### src/rtl/cpu_ce_gen.sv
// rtl/cpu_ce_gen.sv - CPU phase clock-enable generator with speed modes, contention stall and switch gap
module cpu_ce_gen #(
  parameter int BASE_DIV   = 16,
  parameter int ALT_DIV    = 27,
  parameter int TURBO_DIV  = 4,
  parameter int AUX_DIV    = 12,
  parameter int SWITCH_GAP = 48
) (
  input  logic       clk_sys,
  input  logic       rst_n,
  input  logic [1:0] mode,
  input  logic       wait_en,
  input  logic       wait_req,
  output logic       ce_p,
  output logic       ce_n,
  output logic       ce_aux,
  output logic [1:0] cur_mode,
  output logic       switching
);

  if (BASE_DIV < 2 || ALT_DIV < 2 || TURBO_DIV < 2 || AUX_DIV < 2 || SWITCH_GAP < 1) begin : g_bad_param
    $error("cpu_ce_gen: dividers must be >= 2 and SWITCH_GAP >= 1");
  end

  localparam int MAXD_BA = (BASE_DIV > ALT_DIV) ? BASE_DIV : ALT_DIV;
  localparam int MAXD    = (MAXD_BA > TURBO_DIV) ? MAXD_BA : TURBO_DIV;
  localparam int CW      = $clog2(MAXD);
  localparam int AW      = $clog2(AUX_DIV);
  localparam int GW      = (SWITCH_GAP > 1) ? $clog2(SWITCH_GAP) : 1;

  localparam logic [CW-1:0] BASE_LAST  = CW'(BASE_DIV - 1);
  localparam logic [CW-1:0] ALT_LAST   = CW'(ALT_DIV - 1);
  localparam logic [CW-1:0] TURBO_LAST = CW'(TURBO_DIV - 1);
  localparam logic [CW-1:0] BASE_HALF  = CW'(BASE_DIV / 2);
  localparam logic [CW-1:0] ALT_HALF   = CW'(ALT_DIV / 2);
  localparam logic [CW-1:0] TURBO_HALF = CW'(TURBO_DIV / 2);
  localparam logic [AW-1:0] AUX_LAST   = AW'(AUX_DIV - 1);
  localparam logic [GW-1:0] GAP_LAST   = GW'(SWITCH_GAP - 1);

  typedef enum logic {RUN, GAP} state_t;

  state_t        state_q, state_d;
  logic [CW-1:0] cnt_q, cnt_d;
  logic [AW-1:0] aux_q, aux_d;
  logic [GW-1:0] gap_q, gap_d;
  logic [1:0]    mode_q, mode_d;
  logic          gate_q, gate_d;
  logic          ce_p_q, ce_p_d;
  logic          ce_n_q, ce_n_d;
  logic          ce_aux_q, ce_aux_d;

  logic [1:0]    eff_mode;
  logic [CW-1:0] last_cnt;
  logic [CW-1:0] half_cnt;

  always_comb begin
    eff_mode = (mode == 2'b11) ? 2'b00 : mode;
    case (mode_q)
      2'b01:   begin last_cnt = ALT_LAST;   half_cnt = ALT_HALF;   end
      2'b10:   begin last_cnt = TURBO_LAST; half_cnt = TURBO_HALF; end
      default: begin last_cnt = BASE_LAST;  half_cnt = BASE_HALF;  end
    endcase
  end

  always_comb begin
    state_d  = state_q;
    cnt_d    = cnt_q;
    gap_d    = gap_q;
    mode_d   = mode_q;
    gate_d   = gate_q;
    ce_p_d   = 1'b0;
    ce_n_d   = 1'b0;
    ce_aux_d = (aux_q == '0);
    aux_d    = (aux_q == AUX_LAST) ? '0 : aux_q + AW'(1);

    case (state_q)
      RUN: begin
        ce_p_d = gate_q && (cnt_q == '0);
        ce_n_d = gate_q && (cnt_q == half_cnt);
        if (cnt_q == last_cnt) begin
          // The gate decided here covers the whole following period; cnt keeps running.
          cnt_d  = '0;
          gate_d = (mode_q == 2'b00) ? ~(wait_en & wait_req) : 1'b1;
          if (eff_mode != mode_q) begin
            state_d = GAP;
            gap_d   = GAP_LAST;
          end
        end else begin
          cnt_d = cnt_q + CW'(1);
        end
      end
      GAP: begin
        if (gap_q == '0) begin
          mode_d  = eff_mode;
          cnt_d   = '0;
          gate_d  = 1'b1;
          state_d = RUN;
        end else begin
          gap_d = gap_q - GW'(1);
        end
      end
      default: state_d = RUN;
    endcase
  end

  always_ff @(posedge clk_sys) begin
    if (!rst_n) begin
      state_q  <= RUN;
      cnt_q    <= '0;
      aux_q    <= '0;
      gap_q    <= '0;
      mode_q   <= 2'b00;
      gate_q   <= 1'b1;
      ce_p_q   <= 1'b0;
      ce_n_q   <= 1'b0;
      ce_aux_q <= 1'b0;
    end else begin
      state_q  <= state_d;
      cnt_q    <= cnt_d;
      aux_q    <= aux_d;
      gap_q    <= gap_d;
      mode_q   <= mode_d;
      gate_q   <= gate_d;
      ce_p_q   <= ce_p_d;
      ce_n_q   <= ce_n_d;
      ce_aux_q <= ce_aux_d;
    end
  end

  assign ce_p      = ce_p_q;
  assign ce_n      = ce_n_q;
  assign ce_aux    = ce_aux_q;
  assign cur_mode  = mode_q;
  assign switching = (state_q == GAP);

endmodule

### config.mk
export PLATFORM = sky130hd
export DESIGN_NAME = cpu_ce_gen
export DESIGN_NICKNAME = d
export VERILOG_FILES = /design/src/rtl/cpu_ce_gen.sv
export SDC_FILE = /design/constraint.sdc
export NUM_CORES = 1
export LEC_CHECK = 0
export ABC_AREA = 1
export CORE_ASPECT_RATIO = 1.5
export CORE_MARGIN = 5
export CORE_UTILIZATION = 35
export CTS_CLUSTER_DIAMETER = 30
export DETAILED_ROUTE_END_ITERATION = 8
export PLACE_DENSITY = 0.65
export RECOVER_POWER = 25
export REMOVE_ABC_BUFFERS = 1
export SETUP_SLACK_MARGIN = 0.05
export SYNTH_ARGS = -nofsm -noshare
export SYNTH_HDL_FRONTEND = slang
export SYNTH_SLANG_ARGS = --single-unit
### constraint.sdc
create_clock -name clk_sys -period 4.4 [get_ports clk_sys]
set_input_delay 0.44 -clock clk_sys [delete_from_list [all_inputs] [get_ports clk_sys]]
set_output_delay 0.44 -clock clk_sys [all_outputs]
set_load 0.02 [all_outputs]
==> impl_metrics.toml <==
[run_status]
outcome = "completed"

[final_layout]
area_growth_syn_to_layout_pct = 15.39
design_area_um2 = 1491
final_layout_size_suffix_gt1_frac = 0.1223
final_core_util = 0.4126
final_net_count = 205
diodes = 0

[clock_network]
number_of_buffers_added_to_fix_hold_violations_after_cts = 0
ctsRootBufferMaster = "sky130_fd_sc_hd__clkbuf_8"
cts_inserted_buffers = 3
h-tree-depth = 1
cts_tree = "yes"
cts_setup_buffers = 0
cts-root-to-sink-buffers = 2
worst_setup_hold_path_clk_slew_ps = 80
clock_latency_ps = 260
cts_resized = 0
sink_count_of_the_clock_tree = 22

[setup_path]
worstPathMaxFanout = 6
worst_setup_path_start_kind = "flip-flop"
worst-setup-path-type = "flip-flop to output port"
crit-reg2reg-launch = "cur_mode[1]"
max_stage_delay_ps = 650
worst-r2r-setup-slack_ps = 2680
crit_path_top_delay_cell = "sky130_fd_sc_hd__clkdlybuf4s50_1"
worst_ep_required_time_ps = 3960
critPathTopFamily = "buffers and inverters"
signal_arrival_time_at_the_worst_endpoint_ps = 1340
critical_path_cell_list = "clkdlybuf4s50_1"
cp.buffers_inverters = 1
worstSetupEndpointType = "output port"
regToRegEndpoint = "gap_q[4]"
worstSetupPathDepth = 1
rr_worst_depth = 9

[sta]
holdWs_ps = 465.8
layout_min_cycle_time_ps = 1778
tightest_slew_ps = 496.4
clock_tree_skew_after_final_layout_ps = 1.012
final-hold-violation-count = 0
layout_worst_path_cycle_share = 0.4041
fin_setup_tns_ps = 0
final_max_slew_viol_count = 0
final-setup-viol-count = 0
grt_setup_unrepaired = "no"
slew_headroom = 0.6680
clock.fmax_mhz = 562.4

[power_and_ir_drop]
netSwitchingFraction = 0.2201
clock_power_frac = 0.423
netSwitchingPower_uw = 97.82
irDropWorstVdd_mv = 0.2264
internal-power_uw = 346.6
power-per-cell-area_nw_per_um2 = 298.0
leakagePower_nw = 0.6293
comb_power_share = 0.099
share_seq_of_total_power = 0.478
report.power.total_uw = 444.4

[synth]
synth_top_area_frac = 0.3408
yosysMostFrequentCell = "sky130_fd_sc_hd__nand2_1"
netlist-cell-type-count = 25
syn_inst = 177
synthesized_area_um2 = 1292
synthTopCellsByArea = "sky130_fd_sc_hd__dfxtp_1 (34%), sky130_fd_sc_hd__nand2_1 (9.9%), sky130_fd_sc_hd__ha_1 (9.7%), sky130_fd_sc_hd__nand3_1 (7.0%), sky130_fd_sc_hd__inv_1 (5.5%)"
yosys_warnings = 0
ffs_w_async_s_r_synth = 0
yosysSeqAreaShare = 0.3408
synth_edf_count = 0
synth_flop_cell = "sky130_fd_sc_hd__dfxtp_1"
yosys_register_bits = 22
avgSynthCellArea_um2 = 7.302
cell_type_with_the_highest_aggregate_area_in_the_netlist = "sky130_fd_sc_hd__dfxtp_1"
ys_top_cells_by_count = "sky130_fd_sc_hd__nand2_1 (34), sky130_fd_sc_hd__dfxtp_1 (22), sky130_fd_sc_hd__inv_1 (19), sky130_fd_sc_hd__nor2_1 (19), sky130_fd_sc_hd__nand3_1 (18)"

[detailed_routing]
drt_initial_violations = 34
route.detailed.wl_per_inst_um = 10.61
route.detailed.drc = 0
final_antenna_net_count = 0
num_vias = 1116
wl_um = 2451
firstDrtPassIters = 4
post_drt_via_cell_ratio = 4.831

[floorplanning]
floorplan.die.height_um = 84.43
design.portCount = 12
coreArea_um2 = 3615
num_rows = 27
initial_utilization = 0.3576
die_width_um = 59.62
floorplan_die_area_um2 = 5033

[min_path]
holdCritPathClass = "flip-flop to flip-flop"
hold_depth = 2
timing.hold.worst.start = "gate_q"
worst_case_hold_path_end_point = "gate_q"

[global_route]
groute.usage.overall = 0.1119
overflow = 0
grt_start_max_net_pins = 16
grt_pass1_vias = 1052
antenna_violations_before_repair = 0
grt_pass1_wl_um = 4409

[place]
dpl_cell_area_um2 = 1423
place_congestion = 0.7338
placement.io_buffers = 11
detailedPlacementHpwl_um = 1916

[run]
drv.max_cap_violation_count = 0
## routing by layer
metal	global-route usage	up-vias	routed length (um)
li1	-	591	-
met1	0.1182	507	1011
met2	0.1990	13	1319
met3	0.02154	5	62
met4	0.06048	0	57
met5	0	-	0
## registers in the layout, indices dropped and copies added (netlist names)
name	flops
gap_q	6
cnt_q	5
aux_q	4
cur_mode	2
ce_aux	1
ce_n	1
ce_p	1
gate_q	1
switching	1
## cells in the final DEF (no fill, tap or decap)
cell,count
sky130_fd_sc_hd__inv_1,19
sky130_fd_sc_hd__dfxtp_1,22
sky130_fd_sc_hd__or2_2,1
sky130_fd_sc_hd__nand2_1,34
sky130_fd_sc_hd__o21ai_0,7
sky130_fd_sc_hd__dlygate4sd3_1,1
sky130_fd_sc_hd__inv_2,5
sky130_fd_sc_hd__o21ai_1,1
sky130_fd_sc_hd__nand3_1,18
sky130_fd_sc_hd__nand2_4,3
sky130_fd_sc_hd__nor4_1,1
sky130_fd_sc_hd__nor2_1,20
sky130_fd_sc_hd__o211ai_1,1
sky130_fd_sc_hd__a21oi_1,14
sky130_fd_sc_hd__clkdlybuf4s50_1,10
sky130_fd_sc_hd__nand4_1,2
sky130_fd_sc_hd__nor2_4,1
sky130_fd_sc_hd__ha_1,10
sky130_fd_sc_hd__a21oi_2,5
sky130_fd_sc_hd__clkbuf_8,3
sky130_fd_sc_hd__nand2_2,3
sky130_fd_sc_hd__bufinv_16,1
sky130_fd_sc_hd__nand3_4,1
sky130_fd_sc_hd__nor3_1,1
sky130_fd_sc_hd__xor2_1,4
## worst max-delay path by stage
| stage | startpoint | to | slack (ps) |
|---|---|---|---|
| finish | switching | switching | 2620 |
| global route | cur_mode[1] | gap_q[4] | 2480 |
| CTS | cur_mode[0] | cur_mode[0] | 2600 |
| detailed placement | mode[0] | gap_q[4] | 2540 |
| global placement | mode[0] | gap_q[2] | 2570 |
| floorplan | cur_mode[0] | gap_q[3] | 2750 |
## per-stage QoR
stage / cells / setup WS [ps]
global placement: 227 / 2567
CTS: 231 / 2603
finish: 231 / 2622
floorplan: 173 / 2751
global route: 231 / 2480
detailed placement: 227 / 2544
## layout make-up
class	instances	area, um^2
clock inverters	1	30.03
multi-input cells	127	725.7
repair buffers	11	110.1
flip-flops and latches	22	440.4
inverters	24	90.09
clock buffers	3	41.29
fillers	364	2123
well taps	43	53.80
## power by group through the flow
stage / clock network, mW / registers (mW) / logic (mW)
global placement: 0 / 0.218 / 0.0438
detailed placement: 0 / 0.217 / 0.0447
CTS: 0.193 / 0.213 / 0.0451
global route: 0.204 / 0.214 / 0.0495
floorplan: 0 / 0.219 / 0.0253
finish: 0.188 / 0.213 / 0.0438
## logic make-up after synthesis
logic type	Yosys count	synth area share
xor gates and xnor gates	4	0.02710
adders and majority gates	10	0.09681
AOI/OAI and AO/OA	28	0.1249
and+or+nand+nor	85	0.3146
buffers and inverters	28	0.09584
DFF	22	0.3408
(Power assumes the default switching activity.)
==> variant 1: new RTL, same flow settings <==
Reset style: asynchronous (`rst_n`), changed in one clocked block.
--- a/src/rtl/cpu_ce_gen.sv
+++ b/src/rtl/cpu_ce_gen.sv
@@ -103,7 +103,7 @@
     endcase
   end
 
-  always_ff @(posedge clk_sys) begin
+  always_ff @(posedge clk_sys or negedge rst_n) begin
     if (!rst_n) begin
       state_q  <= RUN;
       cnt_q    <= '0;
Check against the original RTL: differs if rst_n is asserted again (counterexample within 4 cycles, from zero or initial values and one cycle with rst_n low); with rst_n held inactive, the same outputs for 10 cycles.
==> variant 1 against the unedited design <==
Worst setup slack got worse by 100 ps; sequential cell count unchanged; highest routed layer unchanged; routed wire length decreased by 0.20%; die area increased by 5.6%; worst hold slack got worse by 13 ps; synthesized cell count decreased by 11%; non-clock buffer count unchanged; clock skew increased by 5.9 ps; register-to-register slack got worse by 50 ps; design area increased by 5.8%; sequential share of layout area increased by 5.4 points; synthesized area increased by 6.6%.
Power is not compared: it rests on default switching activity, and its combinational part moved more than twofold at a synthesized area within 25%.
==> variant 1: results (changes against the unedited design) <==
\begin{tabular}{lr}
\hline
Metric & Value \\
\hline
\multicolumn{2}{l}{\textbf{Status}} \\
Outcome & complete, no violations \\
\multicolumn{2}{l}{\textbf{Global route}} \\
Aggregate global-route resource usage & 10.1\% (-1.1 points) \\
Vias in the first global route & 1023 (-2.8\%) \\
Largest net degree at the start of global routing & 23 (+7) \\
Wire length of the first global-routing pass & 4230 um (-4.1\%) \\
\multicolumn{2}{l}{\textbf{Power}} \\
Peak supply drop & 0.280 mV \\
\multicolumn{2}{l}{\textbf{Route}} \\
Routed wire length & 2450 um (-0.20\%) \\
Violation count after the first detailed-route iteration & 25 (-26\%) \\
Detailed-route DRC error count & 0 (unchanged) \\
Via/cell ratio & 4.72 (-2.4\%) \\
\multicolumn{2}{l}{\textbf{Layout}} \\
Proportion of layout cells with a drive suffix above 1 & 16.4\% (+4.1 points) \\
Number of antenna repair diodes & 0 (unchanged) \\
Final instance count without filler cells & 216 (-6.5\%) \\
Final nets & 188 (-8.3\%) \\
\multicolumn{2}{l}{\textbf{Logic synthesis}} \\
Proportion of synthesized chip area in sequential cells & 40.1\% (+6.0 points) \\
Most frequent cells after synthesis & nand2\_1 (39), dfrtp\_1 (21), inv\_1 (17), nand3\_1 (11) \\
Synth area leaders & dfrtp\_1 (38\%), nand2\_1 (11\%), ha\_1 (9.1\%) \\
Count of unique library cells instantiated by Yosys & 27 (+8.0\%) \\
Synthesis Warnings & 0 (unchanged) \\
Fraction of synthesis flops using an asynchronous set or reset pin & 100\% (+100 points) \\
Number of enable flip-flop cells after synthesis & 0 (unchanged) \\
Post-Syn Instances & 158 (-11\%) \\
\multicolumn{2}{l}{\textbf{STA}} \\
Transition time at the pin with the least slew margin & 1000 ps (+508 ps) \\
Clk\_skew & 6.92 ps (+5.91 ps) \\
\multicolumn{2}{l}{\textbf{Worst hold path}} \\
Path type of the worst min-delay path & reg -> reg \\
Endpoint, Worst Hold & ce\_aux\$\_DFF\_PN0\_ \\
Number of cells traversed by the worst hold path & 1 (-1) \\
Startpoint of the most critical hold path & aux\_q[3]\$\_DFF\_PN0\_ \\
\multicolumn{2}{l}{\textbf{Setup path}} \\
Slack of the worst reg-to-reg path & 2630 ps (-50 ps) \\
Critical path launch point & switching\$\_DFF\_PN0\_ \\
Worst R2R Path Depth & 11 (+2) \\
Cell family with the largest share of critical-path delay & buffers and inverters \\
Delay contributed by the slowest stage of the critical path & 670 ps (+20 ps) \\
Crit path DAT & 1440 ps (+100 ps) \\
Capture point of the worst reg-to-reg path & gap\_q[5]\$\_DFFE\_PN0P\_ \\
Launch instance of the worst register-to-register path & cur\_mode[1]\$\_DFFE\_PN0P\_ \\
\multicolumn{2}{l}{\textbf{CTS}} \\
Root Buffer & clkbuf\_8 \\
Cts bufs inserted & 3 (unchanged) \\
Worst skew pair latency & 270 ps \\
\multicolumn{2}{l}{\textbf{Placed design}} \\
Hpwl dp & 1920 um (+0.21\%) \\
DP Area & 1520 um2 (+6.8\%) \\
GPL Wtd Cong & 0.793 (+8.1\%) \\
Number of placed instances, taps included & 212 (-6.6\%) \\
\hline
\end{tabular}
variant 1: cell types whose count changed after synthesis, moves of 5 or more:
cell and change:
nor2_1 -9, nand3_2 +8, a21oi_2 -5, nand3_1 -7, dfrtp_1 +21, a21oi_1 -9, dfxtp_1 -22, nand2_1 +5
variant 1: cell families (layout without fill, tap and decap cells):
group,after synthesis,count (layout),synth area share (%)
adders and majority gates,10,10,9.08
xor gates and xnor gates,5,5,3.18
and+or+nand+nor,82,82,31.4
AOI/OAI and AO/OA,17,17,7.99
buffers and inverters,22,35,8.27
DFF,22,22,40.1
variant 1: final cells by class:
type	instances	area [um2]
clock buffers	3	41.3
clock inverters	1	30.0
fillers	395	2310
inverters	20	76.3
multi-input cells	114	712
flip-flops and latches	22	552
well taps	45	56.3
repair buffers	11	110
variant 1: power by group through the flow:
| stage | Sequential, mW | Combinational, mW | Clock [mW] |
|---|---|---|---|
| final | 0.351 | 0.443 | 0.191 |
| after global routing | 0.362 | 0.511 | 0.205 |
| after CTS | 0.350 | 0.460 | 0.196 |
| after detailed placement | 0.354 | 0.458 | 0 |
| after global placement | 0.355 | 0.449 | 0 |
| after floorplan | 0.351 | 0.346 | 0 |
variant 1: metal layers:
layer | vias to the layer above | GRT usage [%] | routed length (um)
li1 | 529 | - | -
met4 | 0 | 4.14 | 25
met5 | - | 0 | 0
met1 | 476 | 11.9 | 1060
met3 | 2 | 0.745 | 63
met2 | 12 | 18.0 | 1300
variant 1: through the flow:
step | hold slack (ps) | worst slack [ps]
after CTS | 457 | 2530
after global placement | 445 | 2620
after global routing | 495 | 2420
final | 453 | 2520
after detailed placement | 444 | 2590
after floorplan | 144 | 2690
==> variant 2: new RTL, same flow settings <==
Made on the original files. The parameter `SWITCH_GAP` goes from 48 to 96.
--- a/src/rtl/cpu_ce_gen.sv
+++ b/src/rtl/cpu_ce_gen.sv
@@ -4,7 +4,7 @@
   parameter int ALT_DIV    = 27,
   parameter int TURBO_DIV  = 4,
   parameter int AUX_DIV    = 12,
-  parameter int SWITCH_GAP = 48
+  parameter int SWITCH_GAP = 96
 ) (
   input  logic       clk_sys,
   input  logic       rst_n,
Function: no difference found for any inputs over 10 cycles, from zero or initial values and one cycle with rst_n low; that may be too few to reach the edited logic, so the function may still have changed.
==> variant 2 against the unedited design <==
Sequential cell count is 1 higher; synthesized area is 2.7% higher; power is 12% lower; global-route usage is 0.43 points higher; worst setup slack worse by 95 ps; routed wire length is 4.9% higher; via count is 1.1% higher; critical path depth stayed put; design area is 0.84% higher.
==> variant 2: results (changes against the unedited design) <==
\begin{tabular}{lr}
\hline
Metric & Value \\
\hline
\multicolumn{2}{l}{\textbf{Status}} \\
Outcome & complete, no violations \\
\multicolumn{2}{l}{\textbf{Power}} \\
Power of the sequential group & 0.220 mW (+3\%) \\
Internal power & 0.295 mW (-15\%) \\
Peak supply drop & 0.183 mV (-19\%) \\
Sequential share of power & 56.6\% (+8.8 points) \\
Reported clock group power & 0.130 mW (-31\%) \\
\multicolumn{2}{l}{\textbf{Setup path}} \\
Delay contributed by the slowest stage of the critical path & 670 ps (+20 ps) \\
Crit path DAT & 1430 ps (+90 ps) \\
\multicolumn{2}{l}{\textbf{Layout}} \\
Proportion of layout cells with a drive suffix above 1 & 9.23\% (-3.0 points) \\
Final nets & 212 (+3.4\%) \\
Registers with the most flip-flops & gap\_q: 7 flops, cnt\_q: 5 flops, aux\_q: 4 flops \\
Synth-to-Final Area Change & 13.3\% \\
\multicolumn{2}{l}{\textbf{Route}} \\
Post-Route M1 WL & 1200 um (+19\%) \\
Met2 Wirelength & 1260 um (-4.6\%) \\
Post-DR wirelength/cell & 10.8 um (+1.8\%) \\
Violation count after the first detailed-route iteration & 28 (-18\%) \\
\multicolumn{2}{l}{\textbf{Logic synthesis}} \\
Synth area leaders & dfxtp\_1 (35\%), nand2\_1 (12\%), ha\_1 (9.4\%) \\
Post-Syn Instances & 183 (+3.4\%) \\
\multicolumn{2}{l}{\textbf{Global route}} \\
GR met2 Demand/Resource & 19.7\% (-0.22 points) \\
Met1 demand-to-capacity share in global routing & 14.3\% (+2.5 points) \\
GRT met3 Usage & 1.83\% (-0.33 points) \\
Vias in the first global route & 1088 (+3.4\%) \\
Wire length of the first global-routing pass & 4740 um (+7.5\%) \\
\multicolumn{2}{l}{\textbf{Worst hold path}} \\
Number of cells traversed by the worst hold path & 1 (-1) \\
\multicolumn{2}{l}{\textbf{STA}} \\
Remaining max-slew budget at the tightest pin & 62.4\% (-4.4 points) \\
\hline
\end{tabular}
## variant 2: area by class of cell
cell class / instances / area [um2] / share of cell area, %
inverter: 25 / 93.8 / 6.24
multi-input combinational: 132 / 739 / 49.2
timing repair buffer: 11 / 110 / 7.32
clock inverter: 1 / 5.00 / 0.333
tap: 43 / 53.8 / 3.58
clock buffer: 3 / 41.3 / 2.75
sequential: 23 / 460 / 30.6
## variant 2: worst paths after layout
path / from / to / slack, ps
worst max-delay path: switching$_SDFF_PN0_ / switching / 2530
worst min register to register: aux_q[3]$_SDFF_PP0_ / ce_aux$_SDFF_PN0_ / 420
worst max register to register: cur_mode[0]$_SDFFE_PN0P_ / gap_q[4]$_SDFFE_PN0P_ / 2640
worst min-delay path: aux_q[3]$_SDFF_PP0_ / ce_aux$_SDFF_PN0_ / 420
## variant 2: per-stage QoR
step	area (um2)	worst slack [ps]	util, %
finish	1500	2530	40.8
detailed placement	1470	2460	39.9
global placement	1470	2490	39.9
floorplan	1310	2760	-
CTS	1520	2520	41.2
global route	1500	2400	40.8
